$ cat config.mk
export PLATFORM = sky130hd
export DESIGN_NAME = iter_div
export DESIGN_NICKNAME = d
export VERILOG_FILES = /design/src/rtl/iter_div.sv
export SDC_FILE = /design/constraint.sdc
export NUM_CORES = 1
export LEC_CHECK = 0
export ABC_AREA = 1
export CAP_MARGIN = 40
export CORE_MARGIN = 2
export CORE_UTILIZATION = 35
export CTS_CLUSTER_DIAMETER = 40
export DETAILED_ROUTE_END_ITERATION = 10
export GPL_TIMING_DRIVEN = 0
export PLACE_DENSITY = 0.52
export SLEW_MARGIN = 40
export SYNTH_ARGS = -nofsm -noshare
export SYNTH_HDL_FRONTEND = slang
export SYNTH_SLANG_ARGS = --single-unit
$ cat constraint.sdc
create_clock -name clk -period 4.67 [get_ports clk]
set_input_delay 0.7005 -clock clk [delete_from_list [all_inputs] [get_ports clk]]
set_output_delay 0.7005 -clock clk [all_outputs]
set_load 0.01 [all_outputs]
$ cat src/rtl/iter_div.sv
// Iterative 32/32 integer divider (DIV/DIVU): one restoring radix-2 step per
// cycle, result packed as {remainder, quotient} with a one-cycle ready pulse.
module iter_div (
  input  logic        clk,
  input  logic        rst,
  input  logic        signed_div,
  input  logic [31:0] opdata1,
  input  logic [31:0] opdata2,
  input  logic        div_start,
  input  logic        annul,
  output logic [63:0] div_result,
  output logic        div_ready
);

  localparam logic [1:0] S_IDLE    = 2'd0;
  localparam logic [1:0] S_DIVZERO = 2'd1;
  localparam logic [1:0] S_ON      = 2'd2;
  localparam logic [1:0] S_END     = 2'd3;

  logic [1:0]  state_q, state_d;
  logic [5:0]  cnt_q, cnt_d;
  logic [64:0] acc_q, acc_d;
  logic [31:0] divisor_q, divisor_d;
  logic        q_neg_q, q_neg_d;
  logic        r_neg_q, r_neg_d;
  logic [63:0] result_q, result_d;

  logic [32:0] trial;
  logic        fits;
  logic [31:0] rem_next;
  logic [31:0] quo_next;
  logic [64:0] acc_step;

  function automatic logic [31:0] abs32(input logic signed [31:0] v, input logic en);
    logic [31:0] r;
    r = v;
    if (en && v[31]) r = ~v + 32'd1;
    return r;
  endfunction

  function automatic logic [31:0] neg_if(input logic [31:0] v, input logic en);
    return en ? (~v + 32'd1) : v;
  endfunction

  // acc_q holds the already-shifted partial remainder in [64:32], so its LSB is
  // the next dividend bit; quotient bits shift in at bit 0.
  always_comb begin
    trial    = acc_q[64:32] - {1'b0, divisor_q};
    fits     = ~trial[32];
    rem_next = fits ? trial[31:0] : acc_q[63:32];
    quo_next = {acc_q[30:0], fits};
    acc_step = {rem_next, acc_q[31:0], fits};
  end

  always_comb begin
    state_d   = state_q;
    cnt_d     = cnt_q;
    acc_d     = acc_q;
    divisor_d = divisor_q;
    q_neg_d   = q_neg_q;
    r_neg_d   = r_neg_q;
    result_d  = result_q;
    case (state_q)
      S_IDLE: begin
        if (div_start && !annul) begin
          divisor_d = abs32(opdata2, signed_div);
          acc_d     = {32'd0, abs32(opdata1, signed_div), 1'b0};
          q_neg_d   = signed_div & (opdata1[31] ^ opdata2[31]);
          r_neg_d   = signed_div & opdata1[31];
          cnt_d     = 6'd0;
          state_d   = (opdata2 == 32'd0) ? S_DIVZERO : S_ON;
        end
      end
      S_DIVZERO: begin
        if (annul || !div_start) begin
          state_d = S_IDLE;
        end else begin
          result_d = 64'd0;
          state_d  = S_END;
        end
      end
      S_ON: begin
        if (annul || !div_start) begin
          state_d = S_IDLE;
        end else begin
          acc_d = acc_step;
          cnt_d = cnt_q + 6'd1;
          if (cnt_q == 6'd31) begin
            result_d = {neg_if(rem_next, r_neg_q), neg_if(quo_next, q_neg_q)};
            state_d  = S_END;
          end
        end
      end
      default: state_d = S_IDLE;
    endcase
  end

  always_ff @(posedge clk) begin
    if (rst) begin
      state_q   <= S_IDLE;
      cnt_q     <= 6'd0;
      acc_q     <= 65'd0;
      divisor_q <= 32'd0;
      q_neg_q   <= 1'b0;
      r_neg_q   <= 1'b0;
      result_q  <= 64'd0;
    end else begin
      state_q   <= state_d;
      cnt_q     <= cnt_d;
      acc_q     <= acc_d;
      divisor_q <= divisor_d;
      q_neg_q   <= q_neg_d;
      r_neg_q   <= r_neg_d;
      result_q  <= result_d;
    end
  end

  assign div_result = result_q;
  assign div_ready  = (state_q == S_END);

endmodule

==> results of run 1 <==
## worst min-delay path: cells and delay by family (launching register included)
| kind | cells | cell delay (ns) |
|---|---|---|
| flip-flops | 1 | 0.31 |
| AO/OA/AOI/OAI | 1 | 0.05 |
| AND/OR/NAND/NOR | 1 | 0.06 |
## kinds of logic after synthesis
logic type / synth area share (%)
simple gates: 36.87
flops: 26.86
compound gates: 16.38
buf+inv: 11.02
mux: 0.07853
fa+ha+maj: 4.182
xor+xnor: 4.604
## cells in the mapped netlist, drive strengths merged
master	instances	area share (%)
o21ai	137	5.5
nand3	138	5.8
dfxtp	171	27
buf	21	1.2
nor3	33	1.4
or2	10	0.49
nand2	659	21
nand4	21	1.1
clkbuf	59	1.7
o21bai	4	0.24
o211ai	11	0.65
inv	273	8.0
nor4	11	0.54
and3	1	0.049
and2	3	0.15
a21o	2	0.12
a21oi	221	8.9
o221ai	3	0.21
fa	1	0.16
xnor2	25	1.7
ha	41	4.0
a22oi	2	0.12
nor3b	1	0.059
mux2i	1	0.079
a221oi	7	0.48
nand3b	8	0.47
o31ai	3	0.18
xor2	42	2.9
nor2	182	5.8
a31oi	1	0.049
## how the worst min path moves through the flow
stage	endpoint	slack, ns	start	depth (start not counted)
floorplan	cnt_q[0]	0.45	cnt_q[0]	1
global placement	div_result[58]	0.45	div_result[58]	2
detailed placement	div_result[62]	0.46	div_result[62]	2
CTS	div_result[62]	0.47	div_result[62]	2
global route	div_result[50]	0.48	div_result[50]	2
finish	div_result[58]	0.46	div_result[58]	2
## state kept, by name, summed over array words and instances, names as in the netlist
| signal | flops |
|---|---|
| r_neg_q | 1 |
| cnt_q | 6 |
| div_result | 64 |
| q_neg_q | 1 |
| state_q | 2 |
| divisor_q | 32 |
| acc_q | 65 |
## layout by cell type, fill, tap and decap left out, drive strengths merged, types with 3 or more instances in the layout
cell,n
a21oi,221
nand3,138
a221oi,7
ha,41
nand3b,8
nand2,659
nor3,33
o31ai,3
nor2,182
clkinv,4
nor4,11
buf,22
inv,276
o21bai,4
nand4,21
or2,10
bufinv,3
xnor2,25
dfxtp,171
and2,3
clkbuf,77
clkinvlp,4
o221ai,3
clkdlybuf4s50,132
o211ai,11
o21ai,137
xor2,42
## where the power goes
| part | switching, mW | internal [mW] | leakage, nW |
|---|---|---|---|
| clock | 0.656 | 0.844 | 0.283 |
| sequential | 0.0774 | 1.53 | 1.39 |
| combinational | 0.874 | 0.436 | 5.53 |
| total | 1.61 | 2.81 | 7.20 |
## final cells by class
cell class	count	area [um2]
clock inverters	14	170.2
inverters	273	1025
well taps	461	576.8
multi-input cells	1568	7963
clock buffers	18	429.2
plain buffers	80	381.6
flip-flops and latches	171	3423
repair buffers	133	1329
fillers	3917	20440
## metal layers
layer	up-vias	global-route usage, %
met4	0	9.189
met1	6219	31.66
li1	7025	-
met3	66	3.002
met2	300	43.71
met5	-	0
## what timing repair did
item	4_1_cts	5_1_grt
setup buffers	0	1
setup endpoints to repair	0	8
resized for setup	0	10
endpoints found under the hold margin	0	0
==> metrics.cfg, run 1 <==
[die]
die_w_um = 194.8
initial_utilization_pct = 35.66
fp.dieH_um = 194.8
rows = 69
coreArea_um2 = 35740
die_area_um2 = 37960
ios = 134

[power_and_ir_drop]
powerDensity_nw_per_um2 = 288.9
total_leakage_power_nw = 7.204
power_mw = 4.419
peakVddDrop_mv = 0.2572

[final_layout]
synthToLayoutAreaGrowth_pct = 20.02
instances_no_fill = 2718
antenna_cells = 0
stdcell_area_um2 = 15300
final_core_util_pct = 42.80
num-nets-final = 2355
drive_gt1_share_pct = 6.690

[yosys]
yosysWarnings = 0
syn-cell-area_um2 = 12750
synth-seq-area-share_pct = 26.86
ys_ff_latch = 171
synth_area_per_cell_um2 = 6.093
syn_nets = 2203
ys_types = 50
synthCells = 2092

[critical_path]
crit_path_end = div_result[26]
critPathTopFamily = simple AND/OR/NAND/NOR gates
cp.required_ns = 5.06
arrival_ns = 4.56
r2r_cells = 29
rr_startpoint = acc_q[32]
crit_type = flip-flop to flip-flop
rrSetupSlack_ns = 0.50
end_kind = flip-flop
cp_slowest_cell = fa_1
critical_path_depth = 29
crit_fanout = 10
startpoint = acc_q[32]
cp_slowest_stage_delay_ns = 0.40
start_kind = flip-flop
timing.rr.end = div_result[26]
crit_buf_inv = 5

[detailed_routing]
dr_wl_met2_um = 22350
wl_per_cell_um = 17.12
vias_per_cell = 5.007
routed.top_layer = met4
num_vias = 13610
drt_iter0_drc = 858
ant_nets = 0
wl_met1_um = 20810
drc = 0
first_pass_iters = 5
wl_met3_um = 1910
drt-total-wl_um = 46530

[placement]
place_area_um2 = 14650
gp_congestion = 0.8927
dp_hpwl_um = 38630
dp_worst_setup_slack_ns = 0.1085
dpl.cell_count = 2685
portBuffers = 132

[clock_tree]
path_clk_slew_ns = 0.07
clockBufferDepth = 2
htreeDepth = 4
cts_buffers = 17
tritoncts = built
cts_hold_buf = 0
cts.sinks = 171
insertion_delay_ns = 0.46
cts_root_buf = clkbuf_16

[sta]
tns_ns = 0
fin_ws_ns = 0.4965
maxSlewHeadroom_pct = 46.94
slew_violations = 0
final.period_utilization_pct = 89.37
hold_ws_ns = 0.4636
rsz0062_at_grt = false
fin_skew_ns = 0.01385
tightest_slew_ns = 0.7959
fmax_mhz = 239.6
hold_viol_final = 0
min_period_ns = 4.173
setup-violations-final = 0

[job]
drv_cap = 0

[global_routing]
track_usage_pct = 25.04
first_global_vias = 13298
grt_pass1_wl_um = 73690
grt_max_degree = 17
grt_antenna_before_repair = 0
overflow = 0

[outcome]
status = finished, final reports clean

[worst_hold_path]
hp-class = flip-flop to flip-flop

Note: power is estimated with default switching activity, not from simulation.
==> run 2: changes to the inputs <==
--- a/config.mk
+++ b/config.mk
@@ -6,7 +6,7 @@
 export NUM_CORES = 1
 export LEC_CHECK = 0
 export ABC_AREA = 1
-export CAP_MARGIN = 40
+export CAP_MARGIN = 20
 export CORE_MARGIN = 2
 export CORE_UTILIZATION = 35
 export CTS_CLUSTER_DIAMETER = 40
==> results of run 2 <==
The final DEF is identical to that of run 1; final timing and power are the same.
==> run 3: changes to the inputs <==
--- a/config.mk
+++ b/config.mk
@@ -9,6 +9,7 @@
 export CAP_MARGIN = 20
 export CORE_MARGIN = 2
 export CORE_UTILIZATION = 35
+export CTS_BUF_LIST = sky130_fd_sc_hd__clkbuf_4 sky130_fd_sc_hd__clkbuf_8
 export CTS_CLUSTER_DIAMETER = 40
 export DETAILED_ROUTE_END_ITERATION = 10
 export GPL_TIMING_DRIVEN = 0
==> metrics.cfg, run 3 (synthesis results as in run 1) <==
[outcome]
status = finished, final reports clean  ; unchanged

[clock_tree]
cts_buffers = 17  ; unchanged
cts_root_buf = clkbuf_8  ; was clkbuf_16
path_clk_slew_ns = 0.10  ; was 0.07 ns
cts.sinks = 171  ; unchanged
clockBufferDepth = 2  ; unchanged
insertion_delay_ns = 0.50  ; was 0.46 ns
cts_hold_buf = 0  ; unchanged
tritoncts = built  ; unchanged
htreeDepth = 4  ; unchanged

[critical_path]
end_kind = flip-flop  ; unchanged
arrival_ns = 4.58  ; was 4.56 ns
start_kind = flip-flop  ; unchanged
timing.rr.end = div_result[26]  ; unchanged
cp.required_ns = 5.11  ; was 5.06 ns
crit_fanout = 10  ; unchanged
cp_slowest_cell = fa_1  ; unchanged
r2r_cells = 29  ; unchanged
cp_slowest_stage_delay_ns = 0.40  ; about the same
rr_startpoint = acc_q[32]  ; unchanged
crit_type = flip-flop to flip-flop  ; unchanged
rrSetupSlack_ns = 0.53  ; was 0.50 ns

[final_layout]
regArea_um2 = 3423  ; unchanged
drive_gt1_share_pct = 6.693  ; was 6.690%
final_core_util_pct = 42.27  ; was 42.80%
nFillCells = 3931  ; was 3,917
instances_no_fill = 2719  ; was 2,718
largest_reg_flops = 65  ; unchanged
num-nets-final = 2354  ; was 2,355
synthToLayoutAreaGrowth_pct = 18.52  ; was 20.02%
final_common_cell = nand2_1  ; unchanged
multi_input_area_um2 = 7963  ; unchanged
largest_register = acc_q  ; unchanged
layout_common_cells = nand2_1, inv_1, a21oi_1  ; unchanged

[detailed_routing]
drt-total-wl_um = 46570  ; was 46,530 um
ant_nets = 0  ; unchanged
drc = 0  ; unchanged
drt_iter0_drc = 826  ; was 858
first_pass_iters = 7  ; was 5
wl_per_cell_um = 17.13  ; was 17.12 um
num_vias = 13635  ; was 13,610
vias_per_cell = 5.015  ; was 5.007

[worst_hold_path]
hp-class = flip-flop to flip-flop  ; unchanged
hp-start = div_result[55]  ; was div_result[58]
whs_path_depth = 2  ; unchanged
hold_end = div_result[55]  ; was div_result[58]

[power_and_ir_drop]
total_leakage_power_nw = 7.116  ; was 7.204 nW
peakVddDrop_mv = 0.1750  ; was 0.2572 mV
powerDensity_nw_per_um2 = 269.1  ; was 288.9 nW/um2
power_mw = 4.065  ; was 4.419 mW

[die]
ios = 134  ; unchanged
initial_utilization_pct = 35.66  ; unchanged
die_area_um2 = 37960  ; unchanged
rows = 69  ; unchanged
die_w_um = 194.8  ; unchanged
fp.dieH_um = 194.8  ; unchanged
coreArea_um2 = 35740  ; unchanged

[global_routing]
grt_max_degree = 17  ; unchanged
overflow = 0  ; unchanged
track_usage_pct = 25.07  ; was 25.04%
grt_pass1_wl_um = 73790  ; was 73,690 um
grt_antenna_before_repair = 0  ; unchanged
first_global_vias = 13308  ; was 13,298

[placement]
dp_worst_setup_slack_ns = 0.1085  ; unchanged
dp_hpwl_um = 38630  ; unchanged
dpl.cell_count = 2685  ; unchanged
gp_congestion = 0.8927  ; unchanged
portBuffers = 132  ; unchanged

[sta]
hold_viol_final = 0  ; unchanged
fin_skew_ns = 0.01715  ; was 0.01385 ns
rsz0062_at_grt = false  ; unchanged
slew_violations = 0  ; unchanged
tightest_slew_ns = 0.8104  ; was 0.7959 ns
min_period_ns = 4.142  ; was 4.173 ns
tns_ns = 0  ; unchanged
maxSlewHeadroom_pct = 45.98  ; was 46.94%
setup-violations-final = 0  ; unchanged
fmax_mhz = 241.4  ; was 239.6 MHz
fin_ws_ns = 0.5279  ; was 0.4965 ns
final.period_utilization_pct = 88.70  ; was 89.37%

[job]
drv_cap = 0  ; unchanged

==> run 3: cell count changes in the layout (fill, tap and decap cells not counted) <==
cell	before	now
clkbuf_16	17	0
clkbuf_1	59	58
buf_4	2	1
clkbuf_4	0	1
clkbuf_8	0	17
diode_2	0	2
==> run 3: worst max-delay path by stage <==
stage                         start             end  slack [ns]
after floorplan           acc_q[32]  div_result[30]        0.88
after global placement    acc_q[32]  div_result[30]        0.12
after detailed placement  acc_q[32]  div_result[30]        0.11
after CTS                 acc_q[32]  div_result[26]        0.09
after global routing      acc_q[32]  div_result[26]      0.0008
final                     acc_q[32]  div_result[26]        0.53
==> run 3: layer usage <==
metal  global-route usage (%)  part of all wire, %  wire length (um)
met1                    31.58                   45             20940
met2                    44.03                   48             22470
met3                    3.193                  3.8              1759
met4                    8.623                  3.0              1401
met5                        0                    0                 0
==> run 3: what timing repair did <==
| item | 4_1_cts | 5_1_grt |
|---|---|---|
| setup buffers | 0 | 0 |
| hold endpoints to repair | 0 | 0 |
| setup endpoints to repair | 0 | 8 |
| resized for setup | 0 | 10 |
==> run 3: layout make-up <==
cell class | count | area share (%)
diodes | 2 | 0.03313
plain buffers | 80 | 2.526
clock buffers | 18 | 1.598
clock inverters | 14 | 1.126
inverters | 273 | 6.783
multi-input cells | 1568 | 52.71
flip-flops and latches | 171 | 22.66
well taps | 461 | 3.818
repair buffers | 132 | 8.746
==> run 3: power breakdown <==
group	internal (mW)	total, mW	switching (mW)	leakage [nW]
clock network	0.536	1.15	0.611	0.199
registers	1.53	1.61	0.0771	1.39
logic	0.434	1.31	0.875	5.53
total	2.50	4.06	1.56	7.12
==> run 3: stage by stage <==
stage	instance area [um2]	hold WS [ns]
2_1_floorplan	12750	0.4543
3_3_place_gp	14640	0.4537
3_5_place_dp	14650	0.4552
4_1_cts	15060	0.4705
5_1_grt	15100	0.4887
6_report	15110	0.4687
==> run 3: critical path, delay by kind of cell, from the launching register on <==
family	cells	cell delay, ns
and+or+nand+nor	17	1.93
DFF	1	0.32
adders and majority gates	3	0.73
AOI/OAI and AO/OA	4	0.58
buffers and inverters	5	0.51
